<file path="src/rtl/mtm_alu_deserializer_if.sv">
// Serial-in / operand-out bundle between the serial line driver and the ALU deserializer.
//   sin        serial data, idles high, one bit per clk
//   A, B       32-bit operands, held until the next out_valid
//   CTL        8-bit control byte (or error code) for the ALU core
//   out_valid  single-cycle pulse marking a new A/B/CTL set
// master: drives sin, observes the operand outputs. slave: the deserializer.
interface mtm_alu_deserializer_if;
  logic        sin;
  logic [31:0] A;
  logic [31:0] B;
  logic [7:0]  CTL;
  logic        out_valid;

  modport master (
    output sin,
    input  A,
    input  B,
    input  CTL,
    input  out_valid
  );

  modport slave (
    input  sin,
    output A,
    output B,
    output CTL,
    output out_valid
  );
endinterface

</file>
<file path="src/rtl/mtm_alu_deserializer.sv">
// Serial packet deserializer for the MTM ALU.
// Receives 11-bit frames {start(0), type, D[7:0] MSB first, stop(1)} on bus.sin. Data frames
// (type 0) build B (bytes 0-3) then A (bytes 4-7); a control frame (type 1) carrying
// {1'b0, OP[2:0], CRC[3:0]} closes the packet and produces one out_valid pulse with A/B/CTL,
// or an error code in CTL (A = B = 0) when the packet is malformed.
// Ports:
//   clk  rising-edge clock
//   rst  synchronous, active-high reset
//   bus  slave side of mtm_alu_deserializer_if (sin in; A, B, CTL, out_valid out)
module mtm_alu_deserializer (
  input logic                   clk,
  input logic                   rst,
  mtm_alu_deserializer_if.slave bus
);

  localparam logic [7:0] CtlErrData = 8'hC9;
  localparam logic [7:0] CtlErrCrc  = 8'hA5;
  localparam logic [7:0] CtlErrOp   = 8'h93;

  typedef enum logic [1:0] {StIdle, StType, StData, StStop} state_e;

  state_e      state_q;
  logic        type_q;      // 0 = data frame, 1 = control frame
  logic [2:0]  bit_cnt_q;
  logic [7:0]  shift_q;
  logic [63:0] pkt_q;       // {B, A} once 8 bytes are in
  logic [3:0]  byte_cnt_q;
  logic        overrun_q;
  logic [3:0]  crc_q;

  // CRC input selection. Data frames feed every bit. In a control frame the first data bit
  // (always 0 on the wire) stands in for the 1'b1 marker, the next three are OP, and the
  // CRC field itself is not fed, so crc_q ends up covering {B, A, 1'b1, OP}.
  logic       crc_en;
  logic       crc_bit;
  logic       crc_fb;
  logic [3:0] crc_next;

  always_comb begin
    crc_en  = 1'b0;
    crc_bit = bus.sin;
    if (!type_q) begin
      crc_en = 1'b1;
    end else if (bit_cnt_q == 3'd0) begin
      crc_en  = 1'b1;
      crc_bit = 1'b1;
    end else if (bit_cnt_q <= 3'd3) begin
      crc_en = 1'b1;
    end
  end

  // Serial x^4 + x + 1, MSB first.
  assign crc_fb   = crc_q[3] ^ crc_bit;
  assign crc_next = {crc_q[2:0], 1'b0} ^ {2'b00, crc_fb, crc_fb};

  logic [2:0] op;
  logic       op_ok;
  logic       err_data;
  logic       err_crc;

  assign op       = shift_q[6:4];
  assign err_data = (byte_cnt_q != 4'd8) || overrun_q;
  assign err_crc  = (crc_q != shift_q[3:0]);

  always_comb begin
    case (op)
      3'b000, 3'b001, 3'b100, 3'b101: op_ok = 1'b1;
      default:                        op_ok = 1'b0;
    endcase
  end

  always_ff @(posedge clk) begin
    if (rst) begin
      state_q       <= StIdle;
      type_q        <= 1'b0;
      bit_cnt_q     <= 3'd0;
      shift_q       <= 8'h00;
      pkt_q         <= 64'h0;
      byte_cnt_q    <= 4'd0;
      overrun_q     <= 1'b0;
      crc_q         <= 4'h0;
      bus.A         <= 32'h0;
      bus.B         <= 32'h0;
      bus.CTL       <= 8'h00;
      bus.out_valid <= 1'b0;
    end else begin
      bus.out_valid <= 1'b0;
      case (state_q)
        StIdle: begin
          if (!bus.sin) begin
            state_q <= StType;
          end
        end
        StType: begin
          type_q    <= bus.sin;
          bit_cnt_q <= 3'd0;
          state_q   <= StData;
        end
        StData: begin
          shift_q   <= {shift_q[6:0], bus.sin};
          bit_cnt_q <= bit_cnt_q + 3'd1;
          if (crc_en) begin
            crc_q <= crc_next;
          end
          if (bit_cnt_q == 3'd7) begin
            state_q <= StStop;
          end
        end
        StStop: begin
          state_q <= StIdle;
          if (!bus.sin) begin
            // Framing error: drop the whole packet silently.
            pkt_q      <= 64'h0;
            byte_cnt_q <= 4'd0;
            overrun_q  <= 1'b0;
            crc_q      <= 4'h0;
          end else if (!type_q) begin
            if (byte_cnt_q == 4'd8) begin
              overrun_q <= 1'b1;
            end else begin
              pkt_q      <= {pkt_q[55:0], shift_q};
              byte_cnt_q <= byte_cnt_q + 4'd1;
            end
          end else begin
            bus.out_valid <= 1'b1;
            if (err_data) begin
              bus.A   <= 32'h0;
              bus.B   <= 32'h0;
              bus.CTL <= CtlErrData;
            end else if (err_crc) begin
              bus.A   <= 32'h0;
              bus.B   <= 32'h0;
              bus.CTL <= CtlErrCrc;
            end else if (!op_ok) begin
              bus.A   <= 32'h0;
              bus.B   <= 32'h0;
              bus.CTL <= CtlErrOp;
            end else begin
              bus.A   <= pkt_q[31:0];
              bus.B   <= pkt_q[63:32];
              bus.CTL <= shift_q;
            end
            pkt_q      <= 64'h0;
            byte_cnt_q <= 4'd0;
            overrun_q  <= 1'b0;
            crc_q      <= 4'h0;
          end
        end
        default: state_q <= StIdle;
      endcase
    end
  end

endmodule

</file>
<file path="src/flat_wrapper.sv">
// flat-port wrapper written by rule: the top's interface ports become plain ports
module mtm_alu_deserializer_flat 
  (clk, rst, bus_sin, bus_A, bus_B, bus_CTL, bus_out_valid);
  mtm_alu_deserializer_if bus_i ();
  input logic clk;
  input logic rst;
  input wire logic [$bits(bus_i.sin)-1:0] bus_sin;
  output wire logic [$bits(bus_i.A)-1:0] bus_A;
  output wire logic [$bits(bus_i.B)-1:0] bus_B;
  output wire logic [$bits(bus_i.CTL)-1:0] bus_CTL;
  output wire logic [$bits(bus_i.out_valid)-1:0] bus_out_valid;
  assign bus_i.sin = bus_sin;
  assign bus_A = bus_i.A;
  assign bus_B = bus_i.B;
  assign bus_CTL = bus_i.CTL;
  assign bus_out_valid = bus_i.out_valid;
  mtm_alu_deserializer u_core (.clk(clk), .rst(rst), .bus(bus_i));
endmodule
</file>
<file path="config.mk">
export PLATFORM = sky130hd
export DESIGN_NAME = mtm_alu_deserializer_flat
export DESIGN_NICKNAME = d
export VERILOG_FILES = /design/src/rtl/mtm_alu_deserializer_if.sv /design/src/rtl/mtm_alu_deserializer.sv /design/src/flat_wrapper.sv
export SDC_FILE = /design/constraint.sdc
export NUM_CORES = 1
export LEC_CHECK = 0
export ABC_AREA = 1
export CAP_MARGIN = 40
export CORE_ASPECT_RATIO = 1.1
export CORE_MARGIN = 2
export CORE_UTILIZATION = 50
export DETAILED_ROUTE_END_ITERATION = 6
export PLACE_DENSITY = 0.81
export SLEW_MARGIN = 5
export SYNTH_ARGS = -nofsm -noshare
export SYNTH_HDL_FRONTEND = slang
export SYNTH_SLANG_ARGS = --single-unit
</file>
<file path="constraint.sdc">
create_clock -name clk -period 1.7 [get_ports clk]
set_input_delay 0.255 -clock clk [delete_from_list [all_inputs] [get_ports clk]]
set_output_delay 0.255 -clock clk [all_outputs]
set_load 0.05 [all_outputs]
</file>
Yosys cells after proc, flatten, opt, wreduce, memory -nomap -nowiden:

Cells that the tools add are included.

* register bits after elaboration: 160
* input port bits: 3
* output and inout bits: 73
* logic and storage cells: 81

* $add $sub $neg: 2
* magnitude comparators: 1
* eq/ne operators: 16
* mux-type cells: 33
* bitwise operators: 4
* reductions and logical operators: 13

Operators with widths (number)
* $mux W32: 6
* $mux W64: 3
* $mux W4: 6
* $mux W8: 3
* $mux W1: 10
* $eq A3 B3 Y1 const B: 3
* $pmux W2 S4: 1
* $pmux W4 S2: 1
* $logic_not A3 Y1: 2
* $ne A3 B2 Y1 const B: 2
* $pmux W3 S2: 1
* $reduce_and A2 Y1: 3
* $reduce_and A3 Y1: 2
* $add A4 B1 Y4 const B: 1
* $eq A2 B2 Y1 const B: 2
* $eq A4 B4 Y1 const B: 1
* $mux W2: 2
* $ne A2 B1 Y1 const B: 2
* $ne A4 B4 Y1: 1
* $ne A4 B4 Y1 const B: 1
* $reduce_bool A2 Y1: 2
* $reduce_or A4 Y1: 1
* $xor A4 B2 Y4: 1
* $add A3 B1 Y3 const B: 1
* 10 further kinds: 11

Longest topological paths before layout:

* word-level depth: 7
* gate-level depth with buffers: 10
* gate-level depth less buffers: 9

Worst setup path after synthesis:

Ideal clock, no wire load.

* path type: reg-to-reg
* start: reg u_core.state_q[0]
* end: reg u_core.bus.CTL[0]
* setup time: 121 ps
* arrival time: 1588 ps
* required time: 1579 ps
* path slack: -9 ps
* stages on the path, launching flop included: 9
* path buffers: 2
* period minus slack after synthesis: 1709 ps
* cells stage by stage: dfxtp_1 > ha_1 > buf_2 > nand3_1 > nor3_2 > buf_2 > nand2_1 > nor2_1 > a21oi_1

* longest elaborated chain between the ends: 2

RTL lines
* from (decl): RTL line mtm_alu_deserializer.sv:22 `state_e state_q;`
* from (signal assigned): RTL line mtm_alu_deserializer.sv:74 `state_q <= StIdle;`
* from (signal assigned): RTL line mtm_alu_deserializer.sv:91 `state_q <= StType;`
* from (signal assigned): RTL line mtm_alu_deserializer.sv:97 `state_q <= StData;`
* $eq A2 B2 Y1: RTL line mtm_alu_deserializer.sv:88 `case (state_q)`
* $reduce_and A3 Y1 (no line)
* to (signal assigned): RTL line mtm_alu_deserializer.sv:129 `bus.CTL <= CtlErrData;`
* to (signal assigned): RTL line mtm_alu_deserializer.sv:133 `bus.CTL <= CtlErrCrc;`
* to (signal assigned): RTL line mtm_alu_deserializer.sv:137 `bus.CTL <= CtlErrOp;`
* to (decl): RTL line mtm_alu_deserializer_if.sv:26 `output CTL,`

Every way passes these cells.
A chain may end at the register's enable or synchronous reset.

Worst setup path in the final report:

* start: reg u_core.byte_cnt_q[1]
* end: reg u_core.pkt_q[51]

* longest elaborated chain between the ends: 3

RTL lines
* from (decl): RTL line mtm_alu_deserializer.sv:27 `logic [3:0] byte_cnt_q;`
* from (signal assigned): RTL line mtm_alu_deserializer.sv:122 `byte_cnt_q <= byte_cnt_q + 4'd1;`
* $eq A4 B4 Y1: RTL line mtm_alu_deserializer.sv:118 `if (byte_cnt_q == 4'd8) begin`
* $ne A3 B2 Y1 (no line)
* $reduce_and A2 Y1 (no line)
* to (signal assigned): RTL line mtm_alu_deserializer.sv:121 `pkt_q <= {pkt_q[55:0], shift_q};`
* to (decl): RTL line mtm_alu_deserializer.sv:26 `logic [63:0] pkt_q;`

Every way passes these cells.

==> key figures <==
Outcome
  • Status: complete, no violations

Place
  • DP Wirelength: about 9.4 mm
  • Placed cell count: 944
  • Global placer's final weighted congestion: approximately 0.77
  • Post-place instance area: 0.00695 mm²
  • Port Buffers: 75

Clocking
  • CTS sink cnt: between 150 and 200
  • Num CTS Buffers: 17
  • Clk_lat worst skew: approximately 420 ps
  • H-Tree Level Count: 4
  • Clk slew on worst S/H paths: about 60 ps
  • Max Buffers Root-to-Sink: 2
  • Root Buffer: clkbuf_16
  • CTS tree: built

Finish
  • Share of post-route cells with drive strength above 1: 0.180
  • Number of diodes: 0
  • Nets: between 800 and 900
  • P&R area growth vs syn: 24.8%
  • Final instance area: between 0.007 and 0.008 mm²
  • Finished Layout Cells: 984

Synthesis
  • Syn avg cell area: ~8.1 µm²
  • Yosys top cell by area: dfxtp_1
  • Post-synth cell types: 22
  • Synth top cells by count: dfxtp_1 (160), nand2_1 (160), a21oi_1 (157)
  • Post-synth top area share: 0.517
  • Netlist Area Pre-Place: just over 0.006 mm²
  • Prevailing post-synth register cell: dfxtp_1
  • Register area share after synthesis: 0.517
  • Synth warn: 0
  • Synth Instances: ~770
  • Mapped Nets: roughly 780
  • Post-synth EDFFs: 0
  • Synth top area cells: dfxtp_1 (52%), nand4_1 (13%), a21oi_1 (13%), nand2_1 (9.7%), clkbuf_1 (3.1%)
  • Seq cells post-synth: 160
  • Ys async rst share: 0

Job
  • Max Cap Viol: 0

Timing
  • Crit share post-route: 0.969
  • Final hold violation count: 0
  • Clock Skews: ~5.7 ps
  • Slew @ Worst Pin: just under 600 ps
  • Tmin final: 1650 ps
  • Final setup vio count: 0
  • Final hold slack: 424 ps
  • Max Freq: about 0.61 GHz
  • Fin. max-slew vios: 0
  • Max_slew headroom: 0.615

Drt
  • Routed WL: roughly 16 mm
  • Routed Antenna Nets: 0
  • Vias: between 5000 and 6000
  • Post-route DRC: 0
  • DR WL/cell: around 16 µm
  • Vias per std cell: 6.05
  • DRT Pass-1 Iters: 6
  • 1st-iter DRT viols: between 600 and 700

Min path
  • Worst min path class: primary input to flop

GRT
  • Number of global-route vias before repair: 5311
  • Largest net degree at the start of global routing: 141
  • First-pass GRT wire length: around 25 mm
  • Initial antenna violation count: 0
  • GRT Util Overall: 0.232
  • GR Overflow Total: 0

Floorplanning
  • # rows: 42
  • Top Ports: 76
  • Die footprint: between 0.01 and 0.015 mm²
  • CORE AREA: 0.0121 mm²
  • Die height: about 120 µm
  • Starting density of the core: 0.513
  • Die W: ~110 µm

Power and ir drop
  • Max IR drop VDD: between 900 and 1000 µV
  • Leak Pwr: 0.00274 µW
  • Pwr Density: 1340 mW/mm²

Worst setup path
  • Req. time, crit path: around 2000 ps
  • Worst Path Arrival: just under 2000 ps
  • Crit-path max FO: 32
  • Worst Setup End Kind: flop
  • Crit Path Category: flop to flop
  • Setup crit start kind: flop
metal layers:
layer	vias up	GRT usage	wire length [µm]
met4	0	0.0828	345
met2	271	0.373	8170
met5	-	0	0
met3	40	0.0501	1050
li1	2799	-	-
met1	2848	0.306	6600
final timing paths:
path,to,depth (start not counted),slack (ps),start
max,u_core.pkt_q[51]$_SDFFE_PP0P_,9,50,u_core.byte_cnt_q[1]$_SDFFE_PP0P_
min,u_core.bus.CTL[2]$_SDFFE_PP0P_,4,420,rst
max reg2reg,u_core.pkt_q[51]$_SDFFE_PP0P_,9,50,u_core.byte_cnt_q[1]$_SDFFE_PP0P_
min reg2reg,u_core.bus.A[20]$_SDFFE_PP0P_,2,460,u_core.bus.A[20]$_SDFFE_PP0P_
final cells by class:
cell class	instances	area, µm²
fill	992	4350
sequential	160	3210
multi-input combinational	510	2670
timing repair buffer	104	970
clock buffer	23	478
tap	154	193
clock inverter	9	130
inverter	24	90.1
layout by cell type (no fill, tap or decap), types with 4 or more instances in the layout:
cell type | netlist | final
buf_12 | 0 | 9
inv_1 | 22 | 19
dfxtp_1 | 160 | 157
buf_4 | 1 | 89
nand4_1 | 129 | 129
o21ai_0 | 21 | 19
nand2_1 | 160 | 160
nand3_1 | 15 | 13
nor2_1 | 7 | 4
inv_2 | 2 | 5
clkbuf_16 | 0 | 21
a21oi_1 | 157 | 157
ha_1 | 9 | 7
logic make-up (layout without fill, tap and decap cells):
family / count (synthesis) / after routing / share of synthesized area
xor gates and xnor gates: 3 / 3 / 0.00424
adders and majority gates: 9 / 9 / 0.0182
DFF: 160 / 160 / 0.517
buffers and inverters: 99 / 160 / 0.0638
and+or+nand+nor: 318 / 318 / 0.251
AOI/OAI and AO/OA: 180 / 180 / 0.146
worst max-delay path, stage by stage (launching register included):
cell	delay, ps
dfxtp_2	330
inv_2	90
ha_4	160
nand2_1	60
nor2_1	130
o21ai_1	110
inv_2	160
buf_12	210
nand2_1	100
a21oi_1	200
registers in the layout (all words and copies together), names as in the netlist:
register and count:
u_core.pkt_q 64, u_core.bus.A 32, u_core.byte_cnt_q 4, u_core.crc_q 4
u_core.bus.B 32, u_core.bit_cnt_q 3, u_core.state_q 2, u_core.bus.CTL 8
u_core.shift_q 8, u_core.type_q 1, u_core.bus.out_valid 1, u_core.overrun_q 1
through the flow:
step	util	total power, µW	setup WS, ps	setup TNS, ps
finish	0.640	10400	52.2	0
global route	0.640	10700	-43.3	-459
CTS	0.626	10200	9.89	0
detailed placement	0.575	6370	-199	-19120
global placement	0.575	6300	-125	-11180
floorplan	-	5620	14.5	0
report_power, final:
group	switching, µW	leakage [µW]	internal (µW)
combinational	1690	0.00115	730
sequential	165	0.00129	3890
clock	1460	0.000298	2430
timing repair:
item | 4_1_cts | 5_1_grt
setup endpoints to repair | 0 | 131
hold buffers | 0 | 0
resized for setup | 0 | 15
buffers inserted | 0 | 4
Power figures use the tool's default switching activity.
